<file path="config.mk">
export PLATFORM = sky130hd
export DESIGN_NAME = mips_div_sequencer
export DESIGN_NICKNAME = d
export VERILOG_FILES = /design/src/rtl/mips_div_sequencer.sv
export SDC_FILE = /design/constraint.sdc
export NUM_CORES = 1
export LEC_CHECK = 0
export CAP_MARGIN = 20
export CORE_MARGIN = 2
export CORE_UTILIZATION = 43
export CTS_CLUSTER_DIAMETER = 80
export CTS_CLUSTER_SIZE = 30
export DETAILED_ROUTE_END_ITERATION = 6
export DONT_BUFFER_PORTS = 1
export GPL_TIMING_DRIVEN = 0
export HOLD_SLACK_MARGIN = 0.05
export MAX_ROUTING_LAYER = met4
export PLACE_DENSITY = 0.61
export SLEW_MARGIN = 20
export SYNTH_ARGS = -nofsm -noshare
export SYNTH_HDL_FRONTEND = slang
export SYNTH_SLANG_ARGS = --single-unit
export TNS_END_PERCENT = 30
</file>
<file path="constraint.sdc">
create_clock -name clk -period 2.8 [get_ports clk]
set_clock_uncertainty 0.2 [all_clocks]
set_input_delay 0.56 -clock clk [delete_from_list [all_inputs] [get_ports clk]]
set_output_delay 0.56 -clock clk [all_outputs]
set_load 0.02 [all_outputs]
</file>
<file path="src/rtl/mips_div_sequencer.sv">
// mips_div_sequencer
//   Iterative HI/LO divide controller. Runs a WIDTH-step restoring division
//   (shift/subtract) for DIV/DIVU, writes quotient to LO and remainder to HI,
//   and owns the HI/LO registers so MTHI/MTLO writes are applied here too.
//
// Ports
//   clk, rst_n    rising-edge clock, asynchronous active-low reset
//   start         divide request, sampled only in IDLE
//   is_signed     1 = DIV, 0 = DIVU (captured with start)
//   dividend      rs operand (captured with start)
//   divisor       rt operand (captured with start)
//   hi_we, lo_we  MTHI/MTLO strobes, applied in IDLE only
//   wdata         MTHI/MTLO write data
//   busy          divide in progress (state != IDLE)
//   done          one-cycle pulse after HI/LO are written by a divide
//   div_by_zero   sticky flag for the last divide, cleared by the next start
//   hi, lo        HI/LO registers
//
// Handshake: start is a level sampled on a rising edge while busy is low;
// a start seen while busy is dropped, never queued. done marks the cycle in
// which hi/lo first show the result; a start during that cycle is accepted.
module mips_div_sequencer #(
  parameter int WIDTH = 32
) (
  input  logic             clk,
  input  logic             rst_n,
  input  logic             start,
  input  logic             is_signed,
  input  logic [WIDTH-1:0] dividend,
  input  logic [WIDTH-1:0] divisor,
  input  logic             hi_we,
  input  logic             lo_we,
  input  logic [WIDTH-1:0] wdata,
  output logic             busy,
  output logic             done,
  output logic             div_by_zero,
  output logic [WIDTH-1:0] hi,
  output logic [WIDTH-1:0] lo
);

  localparam int CW = $clog2(WIDTH) + 1;
  localparam logic [CW-1:0] LAST = CW'(WIDTH - 1);

  typedef enum logic [1:0] {IDLE, ITER, FIX} state_t;

  state_t           state;
  state_t           state_nx;
  logic [CW-1:0]    cnt;
  logic [WIDTH:0]   rem;       // partial remainder, one guard bit
  logic [WIDTH-1:0] quo;       // holds |dividend| at start, quotient at the end
  logic [WIDTH-1:0] dvsr;      // |divisor|
  logic [WIDTH-1:0] dvd_raw;   // untouched dividend, returned in HI on /0
  logic             q_neg;
  logic             r_neg;
  logic             dbz;
  logic             done_r;
  logic [WIDTH-1:0] hi_r;
  logic [WIDTH-1:0] lo_r;

  logic [WIDTH-1:0] dvd_abs;
  logic [WIDTH-1:0] dvs_abs;
  logic [WIDTH+1:0] diff;
  logic             borrow;

  // Negating 0x80000000 gives 0x80000000, which is the correct magnitude
  // when read as unsigned, so the most negative value needs no special case.
  assign dvd_abs = (is_signed && dividend[WIDTH-1]) ? -dividend : dividend;
  assign dvs_abs = (is_signed && divisor[WIDTH-1])  ? -divisor  : divisor;

  // Trial subtract of the shifted {rem, quo} against the divisor; the extra
  // top bit of diff is the borrow.
  assign diff   = {rem, quo[WIDTH-1]} - {2'b00, dvsr};
  assign borrow = diff[WIDTH+1];

  always_comb begin
    state_nx = state;
    case (state)
      IDLE: if (start) state_nx = (divisor == '0) ? FIX : ITER;
      ITER: if (cnt == LAST) state_nx = FIX;
      FIX:  state_nx = IDLE;
      default: state_nx = IDLE;
    endcase
  end

  always_ff @(posedge clk or negedge rst_n) begin
    if (!rst_n) state <= IDLE;
    else        state <= state_nx;
  end

  always_ff @(posedge clk or negedge rst_n) begin
    if (!rst_n) begin
      cnt     <= '0;
      rem     <= '0;
      quo     <= '0;
      dvsr    <= '0;
      dvd_raw <= '0;
      q_neg   <= 1'b0;
      r_neg   <= 1'b0;
      dbz     <= 1'b0;
      done_r  <= 1'b0;
      hi_r    <= '0;
      lo_r    <= '0;
    end else begin
      done_r <= (state == FIX);
      case (state)
        IDLE: begin
          // An MTHI/MTLO on the accepting edge still lands; FIX overwrites it.
          if (hi_we) hi_r <= wdata;
          if (lo_we) lo_r <= wdata;
          if (start) begin
            dvd_raw <= dividend;
            quo     <= dvd_abs;
            dvsr    <= dvs_abs;
            rem     <= '0;
            q_neg   <= is_signed & (dividend[WIDTH-1] ^ divisor[WIDTH-1]);
            r_neg   <= is_signed & dividend[WIDTH-1];
            dbz     <= (divisor == '0);
            cnt     <= '0;
          end
        end
        ITER: begin
          rem <= borrow ? {rem[WIDTH-1:0], quo[WIDTH-1]} : diff[WIDTH:0];
          quo <= {quo[WIDTH-2:0], ~borrow};
          cnt <= cnt + 1'b1;
        end
        FIX: begin
          if (dbz) begin
            hi_r <= dvd_raw;
            lo_r <= '1;
          end else begin
            lo_r <= q_neg ? -quo : quo;
            hi_r <= r_neg ? -rem[WIDTH-1:0] : rem[WIDTH-1:0];
          end
        end
        default: ;
      endcase
    end
  end

  assign busy        = (state != IDLE);
  assign done        = done_r;
  assign div_by_zero = dbz;
  assign hi          = hi_r;
  assign lo          = lo_r;

endmodule

</file>
# ---- After elaboration in Yosys (flattened, before gate mapping)
# Index checks and enable logic that the tools add are counted.
dict set report totals {
  in_bits 102
  wordCells 62
  output_inout_bits 67
  register_bits 205
}
dict set report op_classes {
  bitwise 4
  reduce_logical 12
  n_mux 21
  addsub 6
  n_eq_ne 7
}
# operator n
set ops {}
lappend ops {{$mux W32} 9}
lappend ops {{$pmux W32 S2} 3}
lappend ops {{$neg A32 Y32} 4}
lappend ops {{$mux W33} 2}
lappend ops {{$pmux W33 S2} 1}
lappend ops {{$sub A34 B32 Y34} 1}
lappend ops {{$logic_not A32 Y1} 1}
lappend ops {{$pmux W6 S2} 1}
lappend ops {{$reduce_and A2 Y1} 5}
lappend ops {{$ne A2 B2 Y1 const B} 4}
lappend ops {{$add A6 B1 Y6 const B} 1}
lappend ops {{$eq A6 B5 Y1 const B} 1}
lappend ops {{$mux W2} 3}
lappend ops {{$mux W6} 1}
lappend ops {{$reduce_bool A2 Y1} 3}
lappend ops {{$pmux W2 S2} 1}
lappend ops {{$and A1 B1 Y1} 2}
lappend ops {{$eq A2 B1 Y1 const B} 1}
lappend ops {{$eq A2 B2 Y1 const B} 1}
lappend ops {{$logic_and A1 B1 Y1} 2}
lappend ops {{$logic_not A2 Y1} 1}
lappend ops {{$not A1 Y1} 1}
lappend ops {{$xor A1 B1 Y1} 1}

# ---- Depth between registers and ports, before layout
dict set report depth {
  depth_word 4
  mapped_depth 14
  depth_no_buf 13
}

# ---- Worst setup path after synthesis
# OpenSTA, ideal clock, no wires.
dict set report synth_path {
  path_type {register -> register}
  from {register rem[25]}
  to {register rem[8]}
  arrival_ns 2.776
  setup_time_ns 0.135
  n_path_buf 3
  setup_slack_ns -0.310
  period_less_slack_ns 3.110
  t_required_ns 2.465
  path_stages_with_launch 14
  path_cell_list {dfrtp_1 -> ha_1 -> clkbuf_1 -> a21oi_1 -> o21ai_0 -> a21oi_1 -> o21ai_0 -> nor3_1 -> a211o_1 -> a211oi_1 -> buf_2 -> buf_4 -> mux2i_1 -> o21ai_0}
}
dict set report synth_via {
  elab_chain_len 3
}
# element line
set synth_lines {}
lappend synth_lines {{start, declared} 49} ;# logic [WIDTH:0] rem;
lappend synth_lines {{start signal, assigned} 122} ;# rem <= borrow ? {rem[WIDTH-1:0], quo[WIDTH-1]} : diff[WIDTH:0];
lappend synth_lines {{$sub A34 B32 Y34} 72} ;# assign diff = {rem, quo[WIDTH-1]} - {2'b00, dvsr};
lappend synth_lines {{$mux W33} 122}
lappend synth_lines {{$pmux W33 S2} 105} ;# case (state)
# Every way passes these cells.
# A chain may end at the register's enable or synchronous reset.

# ---- Final worst setup path
dict set report layout_path {
  from {register rem[9]}
  to {register rem[26]}
}
# Same word-level chain as after synthesis.

==> results by group <==
Cells and area
  • Layout cells sized above 1: between 10% and 20%
  • Cell area after layout: around 16,000 um^2
  • Final net count: approximately 1,900
  • P&R area growth vs syn: 21.62%

Synth
  • Synthesized area: 13,150 um^2
  • Mean post-synth cell area: approximately 8.3 um^2
  • Post-synth EDFFs: 0
  • Post-synthesis cell type count: 67
  • Asr flop ratio synth: 100.0%
  • Main synth FF type: dfrtp_1
  • Mapped Nets: roughly 1,700
  • Mapped Cells: ~1,600
  • Yosys reg bits: between 200 and 250
  • Share of the yosys chip area belonging to registers: between 30 and 40%
  • Synth warnings: 0

STA
  • Slew Limit Headroom: between 30% and 40%
  • Final period util: 114.7%
  • RSZ-0062 raised after global routing: yes
  • Tmin final: 3.213 ns
  • Fin. Hold Viols: 205
  • Max Fclk: between 0.3 and 0.4 GHz
  • Final setup violation count: 50
  • Slew @ Worst Pin: approximately 1 ns
  • Worst hold slack: -0.4696 ns
  • Post-route worst setup slack: -0.4125 ns
  • Final slew viol count: 0

Critical path
  • Critical Path Start: rem[9]
  • Critical Path Max Stage Delay: around 0.54 ns
  • Crit path max-delay cell type: or4_4
  • Crit Reg-Reg Endpoint: rem[26]
  • Crit path launch type: flop
  • Worst Path Buf+Inv: 0
  • Crit path kind: flop to flop
  • Worst r2r path cells: 10
  • Cell family with the largest share of critical-path delay: compound AO/OA/AOI/OAI gates
  • WP depth: 10
  • Flop2flop setup slack: -0.41 ns
  • CP Data Arrival Time: 3.37 ns
  • CP Max Fanout: 5
  • Crit-path most repeated cell: o21ai_2
  • Critical path endpoint category: flop
  • Reg2reg start: rem[9]
  • Critical Path Sink: rem[26]
  • CP cell instances: ha_4 > nand2_4 > or4_4 > o21a_1 > a221o_1 > o21ai_2 > a31oi_4 > o21ai_2 > xnor2_2 > o211ai_1
  • Worst Path Required: a little under 3 ns

Routing
  • DRC: 0
  • Drt pass-1 iters: 5
  • Initial drt markers: 669
  • DR vias: about 12,000
  • Final ANT Viol Nets: 0
  • Vias per inst: 5.793
  • DR WL/cell: 20.58 um
  • Routed Wire Length: 43,600 um

Clock tree
  • Clk_lat worst skew: approximately 0.52 ns
  • Clock Tree Buf Depth: 3
  • CTS tree: done
  • CTS Buf Count: 15
  • Reg clk slew, reported paths: approximately 0.11 ns
  • Clock root buffer: clkbuf_16
  • Clock sink count: 205
  • Post-CTS Hold Fix Bufs: 60
  • H-tree levels: 1

Die
  • Die area: approximately 32,000 um^2
  • Initial Utilization: roughly 43%
  • CORE AREA: just over 30,000 um^2
  • Die Wd: between 150 and 200 um
  • I/O pin total: ~170
  • # rows: 64
  • Die extent in y: roughly 180 um

Global routing
  • Vias in the first global route: 12,100
  • Largest net degree at the start of global routing: just over 200
  • Total GRT Usage: ~27%
  • Remaining global-route overflow: 0
  • First-pass GRT wire length: 66,250 um
  • Antenna violations before repair: 3

Power and ir drop
  • Tot Pwr: around 23 mW
  • Static leakage: roughly 6.6 nW
  • Pwr Density: approximately 1400 nW/um^2
  • Peak supply drop: between 600 and 700 uV

Run status
  • Failing checks: hold timing, setup timing
  • Run status: finished, violations left

Min path
  • Hold Path Class: input pin to async pin

Placed design
  • Port-buffer cells: 0
  • DP Area: 13,760 um^2
  • Post-DP HPWL: roughly 32,000 um
  • GP Congestion: between 0.8 and 0.9

Job
  • Max Cap Viol: 0
-- kinds of logic after synthesis --
kind of cell | after synthesis | share of synthesized area, %
mux | 32 | 2.436
xor+xnor | 145 | 9.657
compound gates | 484 | 22.02
fa+ha+maj | 38 | 3.672
flops | 205 | 39.01
buf+inv | 145 | 4.414
simple gates | 533 | 18.79
-- final cells by class --
| type | instances | area (um^2) |
|---|---|---|
| multi-input combinational | 1232 | 8160 |
| sequential | 205 | 5157 |
| inverter | 55 | 209.0 |
| tap | 396 | 495.5 |
| antenna | 1 | 2.502 |
| fill | 2863 | 14350 |
| buffer | 87 | 411.6 |
| clock buffer | 17 | 382.9 |
| clock inverter | 9 | 88.84 |
| timing repair buffer | 117 | 1087 |
-- worst min-delay path by stage --
| stage | startpoint | depth (start not counted) | slack (ns) | end |
|---|---|---|---|---|
| 6_report | rst_n | 0 | -0.47 | lo[4] |
| 5_1_grt | rst_n | 0 | -0.50 | lo[6] |
| 3_5_place_dp | rst_n | 0 | 0.07 | lo[6] |
| 3_3_place_gp | rst_n | 0 | 0.07 | lo[4] |
| 4_1_cts | rst_n | 0 | -0.49 | quo[9] |
| 2_1_floorplan | rst_n | 0 | 0.06 | cnt[0] |
-- layout by cell type, fill, tap and decap left out, types with 29 or more instances in the layout --
master,n
nand3_1,39
xnor2_1,85
dlygate4sd3_1,60
buf_4,53
o21ai_0,156
xor2_1,57
clkbuf_1,71
dfrtp_1,183
o21ai_1,35
nand2_1,254
a22oi_1,36
o22ai_1,32
a21oi_1,78
mux2i_1,29
nor2_1,99
inv_1,53
-- per-stage QoR --
step	TNS [ns]	worst slack, ns	utilization, %	std cells
final	-12.99	-0.4125	52.70	2119
after global routing	-18.84	-0.4790	52.70	2119
after CTS	-13.64	-0.4173	50.59	2089
after detailed placement	-37.43	-0.7299	45.33	1978
after global placement	-34.95	-0.6785	45.33	1978
after floorplan	-3.103	-0.09667	-	1582
-- worst reg2reg max path, cell delays in order, from the launching register on --
cell and delay (ns):
dfrtp_2 0.46, ha_4 0.32, nand2_4 0.07, or4_4 0.54, o21a_1 0.18, a221o_1 0.39
o21ai_2 0.28, a31oi_4 0.14, o21ai_2 0.20, xnor2_2 0.15, o211ai_1 0.12
-- where the power goes --
part | internal [mW] | switching, mW | total, mW
Sequential | 4.53 | 2.21 | 6.73
Combinational | 6.39 | 7.22 | 13.6
Clock | 1.04 | 1.21 | 2.25
Total | 12.0 | 10.6 | 22.6
-- what timing repair did --
action	4_1_cts	5_1_grt
endpoints found under the setup margin	75	77
cloned	1	3
endpoints found under the hold margin	294	205
gates resized for setup	80	102
pin swaps	25	27
setup buffers	26	28
-- Yosys cell counts, drive strengths merged (7+ instances only) --
cell type	instances	area (um^2)
or3	15	98.84
or4	12	108.9
a21oi	93	465.5
inv	55	206.5
nand2	261	979.7
o31ai	28	210.2
a21o	18	135.1
a22oi	36	270.3
mux2i	32	320.3
clkbuf	74	277.8
a221o	7	70.07
nand2b	12	75.07
o22ai	34	212.7
o21ai	203	1023
nor4	10	90.08
buf	15	87.58
o41ai	13	113.9
nand3	41	205.2
xnor2	86	753.2
or2	7	43.79
nor3	25	135.1
and3	11	68.82
nor2	101	379.1
o211ai	7	52.55
nand3b	10	75.07
ha	37	462.9
dfrtp	205	5130
a31oi	14	87.58
xor2	59	516.8
-- sequential cells by signal, summed over array words and instances (netlist names) --
register     cells
state            2
hi              32
dvsr            32
done             1
r_neg            1
cnt              6
lo              32
div_by_zero      1
q_neg            1
rem             33
dvd_raw         32
quo             32
-- routing by layer --
| metal | vias up | wire length [um] | global-route usage (%) |
|---|---|---|---|
| li1 | 5861 | - | - |
| met1 | 5850 | 18310 | 34.70 |
| met2 | 493 | 20630 | 44.87 |
| met3 | 72 | 3556 | 4.474 |
| met4 | 0 | 1105 | 7.385 |
| met5 | - | 0 | - |
No activity file was read; power rests on OpenSTA's default activity.
